<file path="config.mk">
export PLATFORM = sky130hd
export DESIGN_NAME = munoc_buffered_wormhole_router
export DESIGN_NICKNAME = d
export VERILOG_FILES = /design/src/rtl/munoc_buffered_wormhole_router.sv
export SDC_FILE = /design/constraint.sdc
export NUM_CORES = 1
export LEC_CHECK = 0
export ABC_AREA = 1
export BUFFER_PORTS_ARGS = -buffer_cell sky130_fd_sc_hd__buf_4
export CORE_ASPECT_RATIO = 0.5
export CORE_MARGIN = 8
export CORE_UTILIZATION = 45
export DETAILED_ROUTE_END_ITERATION = 8
export SYNTH_ARGS = -nofsm -noshare
export SYNTH_HDL_FRONTEND = slang
export SYNTH_SLANG_ARGS = --single-unit
</file>
<file path="constraint.sdc">
create_clock -name clk -period 3 [get_ports clk]
set_clock_uncertainty 0.1 [all_clocks]
set_input_delay 0.6 -clock clk [delete_from_list [all_inputs] [get_ports clk]]
set_output_delay 0.6 -clock clk [all_outputs]
set_load 0.05 [all_outputs]
</file>
<file path="src/rtl/munoc_buffered_wormhole_router.sv">
// Buffered wormhole NoC router: per-input FIFO + head/route FSM, per-output registered
// round-robin arbiter that locks an output to one input from head flit to tail flit.
module munoc_bwr_input #(
  parameter int BW_PHIT    = 32,
  parameter int BW_DEST    = 2,
  parameter int NUM_OUTPUT = 4,
  parameter int FIFO_DEPTH = 4
) (
  input  logic               clk,
  input  logic               rstnn,
  input  logic               in_valid_i,
  output logic               in_ready_o,
  input  logic               in_last_i,
  input  logic [BW_DEST-1:0] in_dest_i,
  input  logic [BW_PHIT-1:0] in_data_i,
  input  logic               gnt_i,
  input  logic               fwd_pop_i,
  output logic               req_o,
  output logic               empty_o,
  output logic               front_last_o,
  output logic [BW_DEST-1:0] front_dest_o,
  output logic [BW_PHIT-1:0] front_data_o,
  output logic               route_error_o
);
  localparam int AW = $clog2(FIFO_DEPTH);
  localparam int CW = AW + 1;

  typedef struct packed {
    logic               last;
    logic [BW_DEST-1:0] dest;
    logic [BW_PHIT-1:0] data;
  } flit_t;

  typedef enum logic [1:0] {IDLE, REQ, FWD, DROP} state_t;

  flit_t          mem_q [FIFO_DEPTH];
  flit_t          front;
  logic [AW-1:0]  wptr_q, rptr_q;
  logic [CW-1:0]  cnt_q;
  logic           head_q, err_q, err_d;
  state_t         state_q, state_d;
  logic           push, pop, drop_pop, dest_ok;

  assign in_ready_o    = (cnt_q != CW'(FIFO_DEPTH));
  assign push          = in_valid_i && in_ready_o;
  assign empty_o       = (cnt_q == '0);
  assign front         = mem_q[rptr_q];
  assign front_last_o  = front.last;
  assign front_dest_o  = front.dest;
  assign front_data_o  = front.data;
  assign route_error_o = err_q;
  assign dest_ok       = ({1'b0, front.dest} < (BW_DEST+1)'(NUM_OUTPUT));
  assign pop           = fwd_pop_i || drop_pop;

  // Requests go out combinationally from IDLE so the head arbitrates the cycle it reaches the front.
  always_comb begin
    state_d  = state_q;
    err_d    = err_q;
    req_o    = 1'b0;
    drop_pop = 1'b0;
    case (state_q)
      IDLE, REQ: begin
        if (!empty_o && head_q) begin
          if (dest_ok) begin
            req_o   = 1'b1;
            state_d = gnt_i ? FWD : REQ;
          end else begin
            err_d   = 1'b1;
            state_d = DROP;
          end
        end else begin
          state_d = IDLE;
        end
      end
      FWD:  if (fwd_pop_i && front.last) state_d = IDLE;
      DROP: begin
        if (!empty_o) begin
          drop_pop = 1'b1;
          if (front.last) state_d = IDLE;
        end
      end
      default: state_d = IDLE;
    endcase
  end

  always_ff @(posedge clk) begin
    if (push) mem_q[wptr_q] <= {in_last_i, in_dest_i, in_data_i};
  end

  always_ff @(posedge clk or negedge rstnn) begin
    if (!rstnn) begin
      state_q <= IDLE;
      err_q   <= 1'b0;
      head_q  <= 1'b1;
      wptr_q  <= '0;
      rptr_q  <= '0;
      cnt_q   <= '0;
    end else begin
      state_q <= state_d;
      err_q   <= err_d;
      if (push) wptr_q <= wptr_q + 1'b1;
      if (pop) begin
        rptr_q <= rptr_q + 1'b1;
        head_q <= front.last;
      end
      cnt_q <= cnt_q + CW'(push) - CW'(pop);
    end
  end
endmodule

module munoc_buffered_wormhole_router #(
  parameter int BW_PHIT    = 32,
  parameter int NUM_INPUT  = 4,
  parameter int NUM_OUTPUT = 4,
  parameter int BW_DEST    = 2,
  parameter int FIFO_DEPTH = 4
) (
  input  logic                          clk,
  input  logic                          rstnn,
  input  logic [NUM_INPUT-1:0]          in_valid_list,
  output logic [NUM_INPUT-1:0]          in_ready_list,
  input  logic [NUM_INPUT-1:0]          in_last_list,
  input  logic [BW_DEST*NUM_INPUT-1:0]  in_dest_list,
  input  logic [BW_PHIT*NUM_INPUT-1:0]  in_data_list,
  output logic [NUM_OUTPUT-1:0]         out_valid_list,
  input  logic [NUM_OUTPUT-1:0]         out_ready_list,
  output logic [NUM_OUTPUT-1:0]         out_last_list,
  output logic [BW_PHIT*NUM_OUTPUT-1:0] out_data_list,
  output logic [NUM_INPUT-1:0]          route_error_list
);
  localparam int IW = (NUM_INPUT > 1) ? $clog2(NUM_INPUT) : 1;

  logic [NUM_INPUT-1:0]                 req, empty, flast, gnt, fwd_pop;
  logic [NUM_INPUT-1:0][BW_DEST-1:0]    fdest;
  logic [NUM_INPUT-1:0][BW_PHIT-1:0]    fdata;
  logic [NUM_OUTPUT-1:0][NUM_INPUT-1:0] gnt_oh;
  logic [NUM_OUTPUT-1:0][IW-1:0]        owner;
  logic [NUM_OUTPUT-1:0]                xfer;

  for (genvar i = 0; i < NUM_INPUT; i++) begin : g_in
    munoc_bwr_input #(
      .BW_PHIT(BW_PHIT), .BW_DEST(BW_DEST), .NUM_OUTPUT(NUM_OUTPUT), .FIFO_DEPTH(FIFO_DEPTH)
    ) u_in (
      .clk           (clk),
      .rstnn         (rstnn),
      .in_valid_i    (in_valid_list[i]),
      .in_ready_o    (in_ready_list[i]),
      .in_last_i     (in_last_list[i]),
      .in_dest_i     (in_dest_list[i*BW_DEST +: BW_DEST]),
      .in_data_i     (in_data_list[i*BW_PHIT +: BW_PHIT]),
      .gnt_i         (gnt[i]),
      .fwd_pop_i     (fwd_pop[i]),
      .req_o         (req[i]),
      .empty_o       (empty[i]),
      .front_last_o  (flast[i]),
      .front_dest_o  (fdest[i]),
      .front_data_o  (fdata[i]),
      .route_error_o (route_error_list[i])
    );
  end

  for (genvar o = 0; o < NUM_OUTPUT; o++) begin : g_out
    logic                 lock_q, found;
    logic [IW-1:0]        owner_q, ptr_q, widx;
    logic [NUM_INPUT-1:0] oreq, oh;

    // Search starts at the pointer; the lock suppresses arbitration until the tail leaves.
    always_comb begin
      oreq  = '0;
      oh    = '0;
      found = 1'b0;
      widx  = '0;
      for (int i = 0; i < NUM_INPUT; i++) oreq[i] = req[i] && (fdest[i] == BW_DEST'(o));
      for (int k = 0; k < NUM_INPUT; k++) begin
        if (!found && oreq[IW'((int'(ptr_q) + k) % NUM_INPUT)]) begin
          found = 1'b1;
          widx  = IW'((int'(ptr_q) + k) % NUM_INPUT);
        end
      end
      if (!lock_q && found) oh[widx] = 1'b1;
    end

    assign gnt_oh[o]                            = oh;
    assign owner[o]                             = owner_q;
    assign out_valid_list[o]                    = lock_q && !empty[owner_q];
    assign out_last_list[o]                     = flast[owner_q];
    assign out_data_list[o*BW_PHIT +: BW_PHIT]  = fdata[owner_q];
    assign xfer[o]                              = out_valid_list[o] && out_ready_list[o];

    always_ff @(posedge clk or negedge rstnn) begin
      if (!rstnn) begin
        lock_q  <= 1'b0;
        owner_q <= '0;
        ptr_q   <= '0;
      end else if (lock_q) begin
        if (xfer[o] && flast[owner_q]) lock_q <= 1'b0;
      end else if (found) begin
        lock_q  <= 1'b1;
        owner_q <= widx;
        ptr_q   <= (widx == IW'(NUM_INPUT-1)) ? '0 : widx + 1'b1;
      end
    end
  end

  always_comb begin
    gnt     = '0;
    fwd_pop = '0;
    for (int o = 0; o < NUM_OUTPUT; o++) begin
      gnt = gnt | gnt_oh[o];
      for (int i = 0; i < NUM_INPUT; i++)
        if (xfer[o] && owner[o] == IW'(i)) fwd_pop[i] = 1'b1;
    end
  end
endmodule

</file>
Word-level counts from Yosys, hierarchy flattened --
Memory sizes are Yosys's and may differ from the RTL's. Cells that the tools add are included.
Word-level totals: memory bits (read-only) 0, bits in writable memories 560, memories kept 4, bits in latches 0, input port bits 150, flip-flop bits (word level) 60
Memory list:
- g_in[0].u_in.mem_q | depth 4, bits a word 35, read ports 1, clocked after memory_dff 0, write ports 1, RTL line 36 | flit_t mem_q [FIFO_DEPTH];
- g_in[1].u_in.mem_q | depth 4, bits a word 35, read ports 1, clocked after memory_dff 0, write ports 1, RTL line 36
- g_in[2].u_in.mem_q | depth 4, bits a word 35, read ports 1, clocked after memory_dff 0, write ports 1, RTL line 36
- g_in[3].u_in.mem_q | depth 4, bits a word 35, read ports 1, clocked after memory_dff 0, write ports 1, RTL line 36
Cells by class: multiplexer cells 196, shift operators 0, multiply operators 0, magnitude comparators 28, bitwise operators 7, eq/ne operators 56, div/mod/pow operators 0, reductions and logical operators 132, $add $sub $neg 32
Operators by type and width (number):
- $bmux 32 s2 | 4
- $mux 32 | 4
- $mux 1 | 112
- $mux 2 | 40
- $logic_and 1x1->1 | 76
- $lt 2x4->1 const B | 16
- $eq 2x2->1 const B | 28
- $bmux 1 s2 | 24
- $add 2x1->2 const B | 16
- $eq 2x1->1 const B | 12
- $logic_not 1->1 | 24
- $logic_not 2->1 | 12
- $lt 2x3->1 const B | 8
- $pmux 2 s3 | 4
- $add 2x2->2 const B | 8
- $mux 4 | 4
- $ne 2x1->1 const B | 8
- $add 3x1->3 | 4
- $logic_not 3->1 | 4
- $ne 3x3->1 const B | 4
- $or 4x4->4 | 3
- $reduce_and 3->1 | 4
- $sub 3x1->3 | 4
- $demux 1 s2 | 4
- 6 further kinds | 24

Longest topological paths before layout --
Gate-level depths: netlist (run 1).
depth after elaboration 30, mapped depth 22

Modules after synthesis --
A second synthesis (run 1) with hierarchy kept.
Second synthesis, totals: cells, all modules 2478, area total of the unflattened synthesis 28529.9 um^2
By module, submodules not included:
- munoc_bwr_input at g_in[1].u_in ... | cells each 408, instances 3, area an instance 5794.3 um^2, seq. area each 4455.5 um^2
- munoc_bwr_input at g_in[0].u_in | cells each 408, instances 1, area an instance 5760.5 um^2, seq. area each 4455.5 um^2
- munoc_buffered_wormhole_router | cells each 846, instances 1, area an instance 5386.4 um^2, seq. area each 500.5 um^2

Worst setup path before layout (run 1) --
OpenSTA, ideal clock, no wires.
kind reg2reg, start point register g_in[0].u_in.cnt_q[1], end point register g_in[1].u_in.cnt_q[2], setup time 0.123 ns, data required time 2.777 ns, arrival time 2.878 ns, stages on the path, launching flop included 17, path slack -0.100 ns, buffers on the path 0, path through dfrtp_1 > nor2_2 > nand2_1 > inv_2 > nand2_1 > nand3_1 > nor2_1 > nand4_1 > nand2_1 > nor2_1 > o21ai_2 > ha_1 > inv_1 > ha_1 > inv_1 > fa_1 > xnor2_1
On the way: cells in the longest elaborated chain, start to end 13, elaborated cells between the ends (all ways) 31
Ends and longest elaborated chain:
- start, declared | RTL line 39 | logic [CW-1:0] cnt_q;
- start signal, assigned | RTL line 106 | cnt_q <= cnt_q + CW'(push) - CW'(pop);
- $logic_not 3->1 | RTL line 46 | assign empty_o = (cnt_q == '0);
- $bmux 1 s2 | RTL line 185 | assign out_valid_list[o] = lock_q && !empty[owner_q];
- $mux 1 (implied by the code) | RTL line 185
- $logic_not 1->1 | RTL line 185
- $logic_and 1x1->1 | RTL line 185
- net out_valid_list[0] | RTL line 125 | output logic [NUM_OUTPUT-1:0] out_valid_list,
- $logic_and 1x1->1 | RTL line 188 | assign xfer[o] = out_valid_list[o] && out_ready_list[o];
- $logic_and 1x1->1 | RTL line 211 | if (xfer[o] && owner[o] == IW'(i)) fwd_pop[i] = 1'b1;
- $mux 1 (4 in a row) | RTL line 211
- $logic_or 1x1->1 | RTL line 53 | assign pop = fwd_pop_i || drop_pop;
- $sub 3x1->3 | RTL line 106
- end signal, assigned | RTL line 106
- end, declared | RTL line 39
The timed path passes the listed nets, and every way through them passes these cells. The select of a mux whose other input is x is not followed. A chain may end at the register's enable or synchronous reset.

Worst setup path after layout (run 1) --
start point register g_in[3].u_in.rptr_q[0], end point output out_data_list[33]
On the way: cells in the longest elaborated chain, start to end 3
Ends and longest elaborated chain:
- start, declared | RTL line 38 | logic [AW-1:0] wptr_q, rptr_q;
- start signal, assigned | RTL line 103 | rptr_q <= rptr_q + 1'b1;
- $mem_v2 4x35
- $bmux 32 s2 | RTL line 187 | assign out_data_list[o*BW_PHIT +: BW_PHIT] = fdata[owner_q];
- $mux 32 (implied by the code) | RTL line 187
- end, declared | RTL line 128 | output logic [BW_PHIT*NUM_OUTPUT-1:0] out_data_list,
No other way between the ends. The select of a mux whose other input is x is not followed.

==> metrics.md, run 1 <==
| Metric | Value |
|---|---|
| Vias per cell | `5.974` |
| Largest net degree at the start of global routing | `59` |
| DR vias | `21728` |
| Post-Place Worst Slack | `0.02305 ns` |
| DRC Markers | `0` |
| Initial antenna violation count | `13` |
| Commonest non-fill, non-tap cell in the layout | `edfxtp_1` |
| Max-slew violation count | `0` |
| Vias in the first global route | `20953` |
| Failing checks | `negative setup slack` |
| CP endpoint kind | `primary output` |
| H-tree depth | `2` |
| Least-Margin Pin Slew | `0.6538 ns` |
| Most frequent cells in the layout | `edfxtp_1 (560), nand2_1 (355), buf_4 (272)` |
| Area grow syn2layout | `27.91%` |
| Setup_tns | `-19.82 ns` |
| Syn. warnings | `0` |
| Drt pass-1 iters | `6` |
| Drt wl/cell | `25.52 um` |
| IO Pins | `294` |
| Starting Density | `0.4527` |
| Top routing layer used | `met4` |
| Synth Instances | `2374` |
| Crit path DAT | `2.53 ns` |
| Crit-path cells | `buf_12 > o21ai_0 > o22ai_2 > a221o_1 > buf_6` |
| First-pass GRT wire length | `135000 um` |
| I/O Buffers | `289` |
| Endpoints failing hold | `0` |
| R2R cell count | `22` |
| Met2 wire length | `43730 um` |
| Sequential cell area | `18340 um2` |
| CTS tree | `yes` |
| Clk buf depth | `3` |
| Finished Core Util | `0.5790` |
| Total gr overflow | `0` |
| RSZ-0062 raised after global routing | `true` |
| Total CTS buffers | `57` |
| Critical Path RT | `2.30 ns` |
| Period utilisation layout | `1.077` |
| Layout cells sized above 1 | `0.3326` |
| Seq cells post-synth | `620` |
| Maximum Capacitance Violations | `0` |
| Fillers | `5099` |
| Critical Path Max Stage Delay | `0.50 ns` |
| Async SR Flop Fraction | `0.09677` |
| Critical path's slowest cell | `dfrtp_2` |
| 1st-iter DRT viols | `2343` |
| Total die area | `71860 um2` |
| Worst Hold Path Cells | `1` |
| Hold Path Sink | `g_in[2].u_in.mem_q[0][27]` |
| CP Max Fanout | `58` |
| Syn Area/Cell | `11.96 um2` |
| CTS root buf | `clkbuf_16` |
| Final setup margin | `-0.2324 ns` |
| Crit Path Class | `flop to primary output` |
| Core ar. | `62700 um2` |
| Hold Path Class | `input port to flop` |
| Seq/Total Area, Yosys | `0.6455` |
| Slew headroom | `0.5641` |
| Post-synth EDFFs | `560` |
| Clk sinks | `620` |
| Final min period | `3.232 ns` |
| Total GRT Usage | `0.2467` |
| Die X | `371.2 um` |
| Hpwl dp | `59610 um` |
| WP buf/inv | `2` |
| Metal3 WL | `8441 um` |
| Net count, final | `2934` |
| Row cnt | `65` |
| Largest delay share family, worst path | `compound AO/OA/AOI/OAI gates` |
| Number of antenna-violating nets in the routed design | `0` |
| Status | `finished with violations` |
| Netlist cell types | `52` |
| Routability cong. | `0.8641` |
| Reg-to-Reg Start | `g_in[1].u_in.rptr_q[0]` |
| Final setup vio count | `140` |
| Fmax | `309.4 MHz` |
| WL met1 | `37300 um` |
| R2R Setup Slk | `-0.04 ns` |
| Mapped cell area | `28380 um2` |
| DIE HEIGHT | `193.6 um` |
| Clk pin slew, worst setup/hold paths | `0.07 ns` |
| Crit start category | `flop` |
| FF-to-FF End | `g_in[1].u_in.state_q[1]` |
| Multi-input gate area | `10050 um2` |
| HP Start | `in_data_list[91]` |
| Ys flop type | `edfxtp_1` |
| DRT Wirelength | `92820 um` |
| Clock latency at the later pin of the worst-skew pair | `0.63 ns` |
[final cells by class]
class,count,share of cell area
Sequential cell,620,0.5050
Multi-Input combinational cell,1486,0.2769
Timing Repair Buffer,455,0.1231
Clock buffer,67,0.04091
Tap cell,837,0.02884
Inverter,118,0.01337
Clock inverter,39,0.01075
Antenna cell,13,0.0008960
Timing Repair inverter,2,0.0002757
[per-stage QoR]
stage / area (um2) / hold WS (ns) / instances
after global routing: 36310 / 0.05023 / 3637
after detailed placement: 32260 / 0.3989 / 3470
after CTS: 35310 / 0.04397 / 3607
final: 36310 / 0.06751 / 3637
after global placement: 32260 / 0.4038 / 3470
after floorplan: 28400 / 0.2044 / 2377
[registers in the layout, summed over array words and instances, names as in the netlist]
signal	cells
g_in.u_in.cnt_q	12
g_in.u_in.rptr_q	8
g_in.u_in.mem_q	560
g_in.u_in.wptr_q	8
g_in.u_in.state_q	8
g_out.lock_q	4
g_in.u_in.head_q	4
g_out.ptr_q	8
g_out.owner_q	8
[per-layer routing]
layer  global-route usage  vias to the layer above
met1               0.3269                    10750
met4              0.08985                        0
li1                     -                     9693
met5                    0                        -
met2               0.3927                     1049
met3              0.06199                      236
[cells in the mapped netlist (5+ instances only)]
cell / instances / area share
nor2_2: 12 / 0.0026
nand4_2: 5 / 0.0022
clkbuf_1: 106 / 0.014
xnor2_1: 8 / 0.0025
buf_4: 9 / 0.0024
nor2_1: 173 / 0.023
inv_2: 17 / 0.0022
xor2_1: 14 / 0.0043
nand2_4: 5 / 0.0020
buf_2: 15 / 0.0026
inv_1: 94 / 0.012
a32o_1: 64 / 0.023
nand2_2: 38 / 0.0084
nand2_1: 392 / 0.052
buf_1: 14 / 0.0019
o22ai_1: 200 / 0.044
dfrtp_1: 56 / 0.049
a221o_1: 129 / 0.045
o21ai_0: 148 / 0.026
ha_1: 40 / 0.018
nand3_1: 74 / 0.013
buf_6: 5 / 0.0020
o21ai_2: 7 / 0.0022
o21ai_1: 19 / 0.0034
nand3_2: 21 / 0.0074
a21oi_1: 74 / 0.013
edfxtp_1: 560 / 0.59
nand4_1: 20 / 0.0044
[how the worst max path moves through the flow]
stage	start	end	slack [ns]	cells past startpoint
global placement	g_in[2].u_in.rptr_q[0]	g_in[3].u_in.state_q[1]	0.14	18
finish	g_in[3].u_in.rptr_q[0]	out_data_list[33]	-0.23	5
detailed placement	g_in[2].u_in.cnt_q[1]	g_in[1].u_in.cnt_q[2]	0.02	16
floorplan	g_in[0].u_in.cnt_q[1]	g_in[0].u_in.cnt_q[2]	0.10	18
global route	g_in[1].u_in.rptr_q[0]	out_data_list[125]	-0.31	7
CTS	g_in[3].u_in.rptr_q[0]	out_data_list[33]	-0.18	5
[repair_timing]
item | in CTS | in global routing
hold buffers | 1 | 0
buffers inserted | 20 | 17
hold endpoints to repair | 29 | 0
pin swaps | 17 | 59
setup endpoints to repair | 132 | 150
gates resized for setup | 253 | 195
gates cloned | 10 | 1
[cell families (layout without fill, tap and decap cells)]
group | count (synthesis) | after routing | synth area share
xor+xnor | 25 | 25 | 0.008508
fa+ha+maj | 44 | 44 | 0.02045
simple gates | 756 | 756 | 0.1230
compound gates | 657 | 657 | 0.1625
flops | 620 | 620 | 0.6455
buf+inv | 271 | 681 | 0.03989
other cells | 1 | 17 | 0.0001321
Power of run 1 is left out: the tool's default activity adds up to more than one toggle a clock period on the data nets, which glitch-free logic cannot reach.
==> run 2, diff against run 1 <==
Settings changed: RECOVER_POWER set to 50.
==> run 2 against run 1 <==
Against the previous run: the flow still finishes with violations (negative setup slack); via count is 0.11% lower; count of clock-buffer cells in the layout stayed put; first-iteration DRC count is 0.55% higher; maximum frequency is 0.74% lower; die area stayed put; worst hold slack better by 0.064 ns; flip-flop and latch count stayed put; non-clock buffer count stayed put; core utilization is 0.85 points lower; final area is 1.5% lower; sequential share of layout area is 0.75 points higher; global-route usage stayed put; critical path type unchanged; critical endpoint is now out_data_list[61].
==> metrics.md, run 2 (same netlist as run 1, synthesis figures left out) <==
| Metric | Value |
|---|---|
| Layout cells sized above 1 | `0.2813` |
| CP endpoint kind | `primary output` |
| Dpl cells | `3470` |
| Status | `finished with violations` |
| Worst Hold Path Cells | `1` |
| Crit path to | `out_data_list[61]` |
| Metal3 WL | `8463 um` |
| Largest registers | `g_in.u_in.mem_q x560, g_in.u_in.cnt_q x12` |
| Total die area | `71860 um2` |
| Top routing layer used | `met5` |
| Area grow syn2layout | `26.04%` |
| CTS tree | `yes` |
| Least-Margin Pin Slew | `1.214 ns` |
| DIE HEIGHT | `193.6 um` |
| Clk pin slew, worst setup/hold paths | `0.07 ns` |
| Critical path's slowest cell | `dfrtp_4` |
| Drt wl/cell | `25.51 um` |
| Vias in the first global route | `20953` |
| Finished Layout Cells | `3640` |
| Slew headroom | `0.1909` |
| Net count, final | `2934` |
| Largest register by flop count | `g_in.u_in.mem_q` |
| Finished Core Util | `0.5705` |
| RSZ-0062 raised after global routing | `true` |
| Drt pass-1 iters | `6` |
| Number of antenna-violating nets in the routed design | `0` |
| Initial antenna violation count | `19` |
| Hold WS | `0.1317 ns` |
| Hpwl dp | `59610 um` |
| Clock latency at the later pin of the worst-skew pair | `0.62 ns` |
| Largest net degree at the start of global routing | `59` |
| Clk sinks | `620` |
| FF-to-FF End | `g_in[1].u_in.state_q[1]` |
| Largest register FFs | `560` |
| Die X | `371.2 um` |
| WP depth | `7` |
| Routability cong. | `0.8641` |
| Largest delay share family, worst path | `compound AO/OA/AOI/OAI gates` |
| Vias per cell | `5.963` |
| Final setup vio count | `140` |
| Maximum Capacitance Violations | `0` |
| IO Pins | `294` |
| Crit Path Class | `flop to primary output` |
| Final min period | `3.256 ns` |
| Met2 wire length | `43810 um` |
| WL met1 | `37280 um` |
| CP Max Fanout | `8` |
| Critical Path RT | `2.30 ns` |
| Fmax | `307.1 MHz` |
| DRC Markers | `0` |
| 1st-iter DRT viols | `2356` |
| Total CTS buffers | `57` |
| DRT Wirelength | `92850 um` |
| H-tree depth | `2` |
| CTS root buf | `clkbuf_16` |
| Critical Path Max Stage Delay | `0.57 ns` |
| Crit-path cells | `clkinv_8 > clkbuf_16 > nand2_2 > a32o_2 > o22ai_1 > a221o_1 > buf_6` |
| Hold Path Class | `input port to flop` |
| Total GRT Usage | `0.2467` |
| DR vias | `21705` |
| Total gr overflow | `0` |
| WP buf/inv | `3` |
| Crit path from | `g_in[1].u_in.rptr_q[0]` |
| Failing checks | `negative setup slack` |
| Crit start category | `flop` |
| Starting Density | `0.4527` |
| Final setup margin | `-0.2564 ns` |
| Period utilisation layout | `1.085` |
| Reg-to-Reg Start | `g_in[1].u_in.rptr_q[0]` |
| I/O Buffers | `289` |
| Commonest non-fill, non-tap cell in the layout | `edfxtp_1` |
| R2R cell count | `22` |
| Most frequent cells in the layout | `edfxtp_1 (560), nand2_1 (355), clkbuf_1 (152)` |
| Endpoints failing hold | `0` |
| Crit path DAT | `2.56 ns` |
| R2R Setup Slk | `-0.04 ns` |
| Max-slew violation count | `0` |
| Core ar. | `62700 um2` |
| Clk buf depth | `3` |
| Row cnt | `65` |
| First-pass GRT wire length | `135000 um` |
[run 2: cell count changes in the layout (fill, tap and decap cells not counted), sizes merged]
cell,before,now
diode,13,16
buf,453,309
clkbuf,68,212
[run 2: repair_timing]
action | 4_1_cts | 5_1_grt
hold buffers | 1 | 0
cloned | 10 | 1
setup endpoints to repair | 132 | 150
setup buffers | 20 | 17
pin swaps | 17 | 59
endpoints found under the hold margin | 29 | 0
resized for setup | 253 | 195
[run 2: stage by stage]
| step | setup TNS, ns | instance area (um2) | setup WS, ns |
|---|---|---|---|
| 2_1_floorplan | 0 | 28400 | 0.1049 |
| 3_3_place_gp | 0 | 32260 | 0.1419 |
| 3_5_place_dp | 0 | 32260 | 0.02305 |
| 4_1_cts | -17.07 | 35310 | -0.1805 |
| 5_1_grt | -32.80 | 35780 | -0.3124 |
| 6_report | -19.20 | 35780 | -0.2564 |
[run 2: metal layers]
metal  up-vias  global-route usage
met2      1027              0.3927
met1     10736              0.3269
li1       9696                   -
met4         6             0.08985
met3       240             0.06199
met5         -                   0
[run 2: final cells by class]
cell class                      instances  area, um2
Sequential cell                       620      18340
Tap cell                              837       1047
Inverter                              118      485.5
Timing Repair inverter                  2      10.01
Clock inverter                         39      390.4
Timing Repair Buffer                  455       3929
Antenna cell                           16      40.04
Fill cell                            5243      26930
Multi-Input combinational cell       1486      10050
Clock buffer                           67       1485
[run 2: worst min path at each step]
stage	from	endpoint	slack, ns
2_1_floorplan	rstnn	g_in[0].u_in.cnt_q[0]	0.20
3_3_place_gp	g_in[1].u_in.head_q	g_in[1].u_in.head_q	0.40
3_5_place_dp	g_in[0].u_in.head_q	g_in[0].u_in.head_q	0.40
4_1_cts	in_data_list[91]	g_in[2].u_in.mem_q[0][27]	0.04
5_1_grt	in_data_list[8]	g_in[0].u_in.mem_q[3][8]	0.12
6_report	in_data_list[92]	g_in[2].u_in.mem_q[1][28]	0.13
Power of run 2 is left out for the same reason.
